<file path="config.mk">
export PLATFORM = sky130hd
export DESIGN_NAME = pc_fetch
export DESIGN_NICKNAME = d
export VERILOG_FILES = /design/src/rtl/pc_fetch.sv
export SDC_FILE = /design/constraint.sdc
export NUM_CORES = 1
export LEC_CHECK = 0
export ABC_AREA = 1
export CAP_MARGIN = 20
export CORE_ASPECT_RATIO = 1.25
export CORE_UTILIZATION = 47
export CTS_BUF_LIST = sky130_fd_sc_hd__clkbuf_2 sky130_fd_sc_hd__clkbuf_4 sky130_fd_sc_hd__clkbuf_8
export DETAILED_ROUTE_END_ITERATION = 10
export MAX_ROUTING_LAYER = met4
export PLACE_DENSITY = 0.95
export REMOVE_ABC_BUFFERS = 1
export SLEW_MARGIN = 20
export SYNTH_ARGS = -nofsm -noshare
export SYNTH_HDL_FRONTEND = slang
export SYNTH_SLANG_ARGS = --single-unit
</file>
<file path="constraint.sdc">
create_clock -name clk -period 1.9 [get_ports clk]
set_input_delay 0.38 -clock clk [delete_from_list [all_inputs] [get_ports clk]]
set_output_delay 0.38 -clock clk [all_outputs]
set_load 0.02 [all_outputs]
</file>
<file path="src/rtl/pc_fetch.sv">
// Program counter and byte-wide instruction fetch unit with a jump-load path.
// Optional PC_FETCH_LINK_EN adds a link register that captures the PC on each jump.
module pc_fetch #(
  parameter int unsigned      WIDTH        = 8,
  parameter logic [WIDTH-1:0] RESET_VECTOR = '0
) (
  input  logic             clk,
  input  logic             rst_n,
  input  logic             run,
  input  logic [WIDTH-1:0] jump_target,
  input  logic             pc_sel,
  output logic [WIDTH-1:0] mem_addr,
  output logic             mem_req,
  input  logic             mem_ack,
  input  logic [WIDTH-1:0] mem_rdata,
  output logic [WIDTH-1:0] instr,
  output logic             instr_valid,
  input  logic             instr_ready,
  output logic [WIDTH-1:0] pc
`ifdef PC_FETCH_LINK_EN
  ,
  output logic [WIDTH-1:0] link
`endif
);

  typedef enum logic [1:0] {StIdle, StReq, StHold} state_e;

  state_e           state_q, state_d;
  logic [WIDTH-1:0] pc_q, pc_d;
  logic [WIDTH-1:0] instr_q, instr_d;
  logic             mem_req_q, mem_req_d;
  logic             instr_valid_q, instr_valid_d;

  always_comb begin
    state_d = state_q;
    pc_d    = pc_q;
    instr_d = instr_q;
    unique case (state_q)
      StIdle: begin
        if (run) state_d = StReq;
      end
      StReq: begin
        // A jump in the same cycle as the ack discards the returned byte.
        if (!pc_sel && mem_ack) begin
          instr_d = mem_rdata;
          pc_d    = pc_q + WIDTH'(1);
          state_d = StHold;
        end
      end
      StHold: begin
        if (pc_sel || instr_ready) state_d = run ? StReq : StIdle;
      end
      default: state_d = StIdle;
    endcase
    if (pc_sel) pc_d = jump_target;
    // Handshake outputs are registered copies of the next-state decode.
    mem_req_d     = (state_d == StReq);
    instr_valid_d = (state_d == StHold);
  end

  always_ff @(posedge clk or negedge rst_n) begin
    if (!rst_n) begin
      state_q       <= StIdle;
      pc_q          <= RESET_VECTOR;
      instr_q       <= '0;
      mem_req_q     <= 1'b0;
      instr_valid_q <= 1'b0;
    end else begin
      state_q       <= state_d;
      pc_q          <= pc_d;
      instr_q       <= instr_d;
      mem_req_q     <= mem_req_d;
      instr_valid_q <= instr_valid_d;
    end
  end

`ifdef PC_FETCH_LINK_EN
  logic [WIDTH-1:0] link_q, link_d;

  always_comb begin
    link_d = link_q;
    if (pc_sel) link_d = pc_q;
  end

  always_ff @(posedge clk or negedge rst_n) begin
    if (!rst_n) link_q <= RESET_VECTOR;
    else        link_q <= link_d;
  end

  assign link = link_q;
`endif

  assign pc          = pc_q;
  assign mem_addr    = pc_q;
  assign mem_req     = mem_req_q;
  assign instr       = instr_q;
  assign instr_valid = instr_valid_q;

endmodule

</file>
======== Yosys cells after proc, flatten, opt, wreduce, memory -nomap -nowiden ========
Cells that the tools add are included.
storage, ports and cells
  register bits ........................... 20
  input bits .............................. 22
  output and inout port bits .............. 26
  logic and storage cells ................. 26
operators by class
  add/subtract/negate cells ............... 1
  equal/unequal tests ..................... 4
  muxes and demuxes ....................... 8
  reduce and logical (&&, ||, !) cells .... 8
operator list
  kind                 number
  $mux 8               3
  $add 8x1->8 const B  1
  $mux 2               3
  $pmux 2 s3           1
  $eq 2x1->1 const B   2
  $eq 2x2->1 const B   2
  $reduce_and 2->1     2
  $reduce_bool 2->1    2
  $logic_not 2->1      1
  $logic_and 1x1->1    1
  $logic_not 1->1      1
  $logic_or 1x1->1     1
  $mux 1               1

======== Logic depth before layout (Yosys ltp) ========
Gate-level depths: netlist of run 1.
  depth in word-level cells ............... 5
  depth in mapped cells ................... 8
  gate-level depth less buffers ........... 8

======== Worst setup path after synthesis of run 1 ========
OpenSTA, ideal clock, no wires.
  path kind ............................... register to register
  start point ............................. reg pc_q[0] (netlist: mem_addr[0])
  end point ............................... reg pc_q[2] (netlist: mem_addr[2])
  library setup time ...................... 117 ps
  data arrival time ....................... 1190 ps
  data required time ...................... 1783 ps
  setup slack ............................. 593 ps
  stages on the path, launching flop included .. 7
  path buffers ............................ 0
  period minus slack after synthesis ...... 1307 ps
  path through ............................ dfrtp_1 -> ha_1 -> or2_2 -> nand3_1 -> nand2_1 -> nand2_1 -> nand2_1
between the ends
  longest elaborated chain between the ends .. 4
ends and longest elaborated chain
  element                 line  source
  start, declared         29    logic [WIDTH-1:0] pc_q, pc_d;
  start signal, assigned  70    pc_q <= pc_d;
  $add 8x1->8             46    pc_d = pc_q + WIDTH'(1);
  $mux 8                  44    if (!pc_sel && mem_ack) begin
  $mux 8                  38    unique case (state_q)
  $mux 8                  55    if (pc_sel) pc_d = jump_target;
Every way passes these cells. The select of a mux whose other input is x is not followed.
A chain may end at the register's enable or synchronous reset.

======== Worst setup path after layout of run 1 ========
  start point ............................. reg pc_q[0] (netlist: mem_addr[0])
  end point ............................... out pc[0]
RTL lines
  element        line  source
  end, declared  19    output logic [WIDTH-1:0] pc
No word-level cell between the ends.

==> out/metrics.yaml, run 1 <==
status: "complete, no violations"
slowest_delay_ns: 0.65
cp_slowest_cell: "clkdlybuf4s50_1"
drtIter0Drc: 14
syn_area_per_cell_um2: 8.26
yosys.area_share.adder: 0.0111
hold_violations: 0
drive_above_1_share: 0.151
powerDensity_nw_per_um2: 1280
post_cts_buffers: 0
seq_power_share: 0.358
cts-hold-fix-buffers: 0
first_pass_iters: 4
initial_core_util: 0.503
worstPathRequired_ns: 1.52
drc: 0
insertedDiodeCount: 0
cts_tree: "yes"
grt_max_degree: 21
ir_drop_v: 0.000890
yosys_register_bits: 20
design_area_um2: 1600
layout-area-overhead-vs-synth_pct: 42.4
combPwrFrac: 0.519
final_cells: 210
cp-end-kind: "primary output"
grt_use_met3: 0.0354
worst-path-buf-inv: 1
pin_count: 48
fin_nets: 203
clk_latency_ns: 0.31
worstHoldPathType: "input port to async pin"
fin_tns_setup_ns: 0
grt.total_usage: 0.250
post-route-util: 0.716
slew_violations: 0
synthXorXnorAreaFrac: 0.00780
clock_sinks: 20
ys.warnings.count: 0
num_rows: 19
power_switching_uw: 844
core_area_um2: 2230
placed_area_um2: 1560
synth.area.mux_share: 0
yosys.area_share.simple: 0.365
die_x_um: 45.7
period_share: 0.959
place_inst: 206
worstPathArrival_ns: 1.44
fin_skew_ns: 0.00288
swShare: 0.413
drv_cap: 0
synthesis.area_um2: 1120
p_int_mw: 1.20
synth-compound-area-share: 0.0423
grt.overflow.total: 0
critical_path_class: "flop to primary output"
synth_top_family_by_area: "simple AND/OR/NAND/NOR gates"
viasPerCell: 4.87
htree_levels: 1
startpoint_type: "flop"
rsz0062_at_grt: "false"
dp_hpwl_mm: 2.10
drtAntennaViolNets: 0
numCtsBuffers: 3
vias: 1023
power_frac_clock: 0.123
synthesis.instances: 136
cts.reportedPaths.clkPinSlew_ns: 0.11
die_area_um2: 2590
fmax_mhz: 549
ys_types: 28
die_height_um: 56.7
gp_congestion: 0.842
top_usage_layer: "met2"
wire_per_inst_um: 12.8
maxSlewHeadroom: 0.826
use_met1: 0.290
ys_seq_area_frac: 0.445
drt-total-wl_mm: 2.69
p_leak_nw: 0.780
grt_pass1_wl_mm: 4.51
crit_chain: "clkdlybuf4s50_1"
antenna_found_initial: 0
grt_use_met2: 0.414
grt_pass1_vias: 1016
cts_root_buffer: "clkbuf_4"
post_cts_resized: 0
worstPathMaxFanout: 6
port_buffers: 47
worstMarginPinSlew_ns: 0.260
path_delay_family: "buffers and inverters"
setup-violations-final: 0
period_minus_slack_ns: 1.82
clk_path_buf_depth: 2
sequential cells by signal, indices dropped and copies added (netlist names):
| register | flops |
|---|---|
| mem_addr | 8 |
| instr_valid | 1 |
| state_q | 2 |
| mem_req | 1 |
| instr | 8 |
synthesized netlist by cell type:
cell type  count  area share
nand2_1       53        0.18
dfrtp_1       20        0.45
nand2_2        9       0.050
nand3_1        9       0.040
buf_4          8       0.053
inv_1          8       0.027
nor2_1         3       0.010
o21ai_0        3       0.013
inv_4          2       0.011
nor2_4         2       0.020
o21bai_1       2       0.013
a21oi_1        1      0.0045
buf_6          1       0.010
buf_8          1       0.013
ha_1           1       0.011
inv_2          1      0.0033
inv_8          1       0.010
nand2_4        1       0.010
nand3_2        1      0.0089
nand3_4        1       0.016
nand4_1        1      0.0056
nor2_2         1      0.0056
nor3b_2        1       0.011
o211ai_1       1      0.0067
o21ai_1        1      0.0045
or2_0          1      0.0056
or2_2          1      0.0056
xnor2_1        1      0.0078
logic make-up after synthesis:
group	count (synthesis)
AO/OA/AOI/OAI	8
XOR/XNOR	1
adder cells (fa/ha/maj)	1
buffers and inverters	22
flip-flops	20
AND/OR/NAND/NOR	84
power by group through the flow:
stage | Combinational [mW] | Clock [mW] | Sequential, mW
6_report | 1.06 | 0.252 | 0.733
5_1_grt | 1.14 | 0.279 | 0.749
4_1_cts | 1.07 | 0.253 | 0.732
3_5_place_dp | 1.06 | 0 | 0.736
3_3_place_gp | 1.04 | 0 | 0.729
2_1_floorplan | 0.325 | 0 | 0.954
cells in the final DEF, fill, tap and decap left out:
| cell | Yosys | final |
|---|---|---|
| a21oi_1 | 1 | 1 |
| buf_4 | 8 | 2 |
| clkbuf_4 | 0 | 3 |
| clkbuf_8 | 0 | 1 |
| clkdlybuf4s50_1 | 0 | 46 |
| dfrtp_1 | 20 | 20 |
| dlymetal6s2s_1 | 0 | 1 |
| ha_1 | 1 | 1 |
| inv_1 | 8 | 8 |
| inv_2 | 1 | 1 |
| inv_4 | 2 | 2 |
| inv_8 | 1 | 1 |
| nand2_1 | 53 | 53 |
| nand2_2 | 9 | 9 |
| nand2_4 | 1 | 1 |
| nand3_1 | 9 | 9 |
| nand3_2 | 1 | 1 |
| nand3_4 | 1 | 1 |
| nand4_1 | 1 | 1 |
| nor2_1 | 3 | 3 |
| nor2_2 | 1 | 1 |
| nor2_4 | 2 | 2 |
| nor3b_2 | 1 | 1 |
| o211ai_1 | 1 | 1 |
| o21ai_0 | 3 | 3 |
| o21ai_1 | 1 | 1 |
| o21bai_1 | 2 | 2 |
| or2_0 | 1 | 1 |
| or2_2 | 1 | 1 |
| xnor2_1 | 1 | 1 |
final timing paths:
kind | start | end | slack, ns | cells after the start
max | mem_addr[0] | pc[0] | 0.08 | 1
min | rst_n | instr[5] | 0.39 | 2
max reg2reg | mem_addr[0] | mem_addr[2] | 0.58 | 6
min reg2reg | instr[3] | instr[3] | 0.51 | 2
max in group asynchronous | rst_n | mem_addr[7] | 1.31 | 2
min in group clk | instr[3] | instr[3] | 0.51 | 2
layout make-up:
| type | count | area (um2) |
|---|---|---|
| Sequential cell | 20 | 500 |
| Inverter | 12 | 57.6 |
| Clock buffer | 4 | 36.3 |
| Tap cell | 31 | 38.8 |
| Timing Repair Buffer | 49 | 488 |
| Fill cell | 174 | 634 |
| Multi-Input combinational cell | 94 | 479 |
through the flow:
step	power [mW]	hold slack [ns]	setup WS, ns
floorplan	1.28	0.0844	0.493
global placement	1.76	0.482	0.302
detailed placement	1.80	0.481	0.241
CTS	2.05	0.396	0.0540
global route	2.17	0.413	0.0225
finish	2.05	0.389	0.0772
metal layers:
metal / wire length, um / share of wire
met5: 0 / 0
met1: 1020 / 0.38
met2: 1440 / 0.54
met4: 85 / 0.032
met3: 144 / 0.054
Note: power is estimated with default switching activity, not from simulation.
==> inputs of run 2 (changes only) <==
- CORE_ASPECT_RATIO: 1.25 -> 0.9
- CTS_CLUSTER_SIZE: not set -> 25
==> run 2 against run 1 <==
Against the previous run: via count shrank 2.2%; worst setup slack gained 0.023 ns; clock-buffer cell count is the same; largest power group unchanged; maximum frequency grew 1.3%; critical path depth is the same; flip-flop and latch count is the same.
==> out/metrics.yaml, run 2 (same netlist as run 1, synthesis figures left out) <==
drt-total-wl_mm: 2.40
fin_tns_setup_ns: 0
worstPathArrival_ns: 1.42
combPwrFrac: 0.520
pin_count: 48
viasPerCell: 4.86
powerDensity_nw_per_um2: 1270
setup-violations-final: 0
grt.overflow.total: 0
num_rows: 16
crit_start: "mem_addr[4]"
setup.worst_path.end: "pc[4]"
clk_latency_ns: 0.30
first_pass_iters: 4
grt_pass1_vias: 945
post_cts_buffers: 0
period_share: 0.947
worstPathRequired_ns: 1.52
drv_cap: 0
clk_path_buf_depth: 2
grt.total_usage: 0.216
worstMarginPinSlew_ns: 0.249
grt_max_degree: 21
ff2ff_path_depth: 6
crit_chain: "clkdlybuf4s50_1"
dp_hpwl_mm: 1.87
critical_path_class: "flop to primary output"
maxSlewHeadroom: 0.834
slew_violations: 0
holdWs_ns: 0.413
power_switching_uw: 821
path_delay_family: "buffers and inverters"
initial_core_util: 0.506
layout-area-overhead-vs-synth_pct: 41.8
startpoint_type: "flop"
die_height_um: 48.4
htree_levels: 1
power_frac_clock: 0.118
die_x_um: 53.5
grt_pass1_wl_mm: 3.98
placed_area_um2: 1560
wire_per_inst_um: 11.7
slowest_delay_ns: 0.66
worst-path-buf-inv: 1
drive_above_1_share: 0.151
vias: 1001
reg2reg_from: "mem_addr[0]"
cp_num_cells: 1
port_buffers: 47
fillers: 188
reg2reg_setup_slack_ns: 0.60
gp_congestion: 0.940
worstHoldPathType: "input port to async pin"
seq_power_share: 0.361
clock_sinks: 20
cp-end-kind: "primary output"
hold_violations: 0
core_area_um2: 2220
mostFrequentLayoutCell: "nand2_1"
cp_slowest_cell: "clkdlybuf4s50_1"
layout_common_cells: "nand2_1 (53), clkdlybuf4s50_1 (47), dfrtp_1 (20), nand2_2 (9), nand3_1 (9)"
swShare: 0.406
status: "complete, no violations"
fin_skew_ns: 0.00331
insertedDiodeCount: 0
post-route-util: 0.717
fin_nets: 203
period_minus_slack_ns: 1.80
p_int_mw: 1.20
rsz0062_at_grt: "false"
cts_tree: "yes"
die_area_um2: 2590
timing.rr.end: "mem_addr[2]"
cts_root_buffer: "clkbuf_4"
design_area_um2: 1590
p_leak_nw: 0.770
drtAntennaViolNets: 0
antenna_found_initial: 0
numCtsBuffers: 3
worstPathMaxFanout: 6
cts.reportedPaths.clkPinSlew_ns: 0.10
cts-hold-fix-buffers: 0
drtIter0Drc: 24
fmax_mhz: 556
post_cts_resized: 0
ir_drop_v: 0.00105
drc: 0
-- run 2: cell count changes in the layout (fill, tap and decap cells not counted), sizes merged --
cell           change
dlymetal6s2s       -1
clkdlybuf4s50      +1
-- run 2: worst min path at each step --
stage | from | endpoint | slack [ns] | cells past startpoint
after floorplan | rst_n | instr[0] | 0.08 | 0
after global placement | instr[6] | instr[6] | 0.49 | 2
after detailed placement | instr[4] | instr[4] | 0.48 | 2
after CTS | rst_n | mem_addr[6] | 0.41 | 2
after global routing | rst_n | mem_addr[6] | 0.41 | 2
final | rst_n | mem_addr[1] | 0.41 | 2
-- run 2: metal layers --
layer,global-route usage,up-vias,part of all wire
met2,0.346,51,0.48
met1,0.270,445,0.43
li1,-,502,-
met5,-,-,0
met3,0.0472,3,0.084
met4,0.0614,0,0.010
-- run 2: area by class of cell --
class / count / area (um2) / area share
Timing Repair Buffer: 49 / 485 / 0.305
Clock buffer: 4 / 36.3 / 0.0228
Inverter: 12 / 57.6 / 0.0361
Tap cell: 27 / 33.8 / 0.0212
Multi-Input combinational cell: 94 / 479 / 0.301
Sequential cell: 20 / 500 / 0.314
-- run 2: power groups by stage --
stage               Combinational (mW)  Sequential [mW]  Clock (mW)
floorplan                        0.325            0.954           0
global placement                  1.04            0.728           0
detailed placement                1.06            0.733           0
CTS                               1.07            0.730       0.249
global route                      1.14            0.752       0.277
finish                            1.05            0.731       0.239
-- run 2: per-stage QoR --
step / std cells / worst slack, ns / power, mW
floorplan: 126 / 0.493 / 1.28
global placement: 202 / 0.301 / 1.76
detailed placement: 202 / 0.269 / 1.80
CTS: 206 / 0.0912 / 2.05
global route: 206 / 0.0352 / 2.17
finish: 206 / 0.100 / 2.02
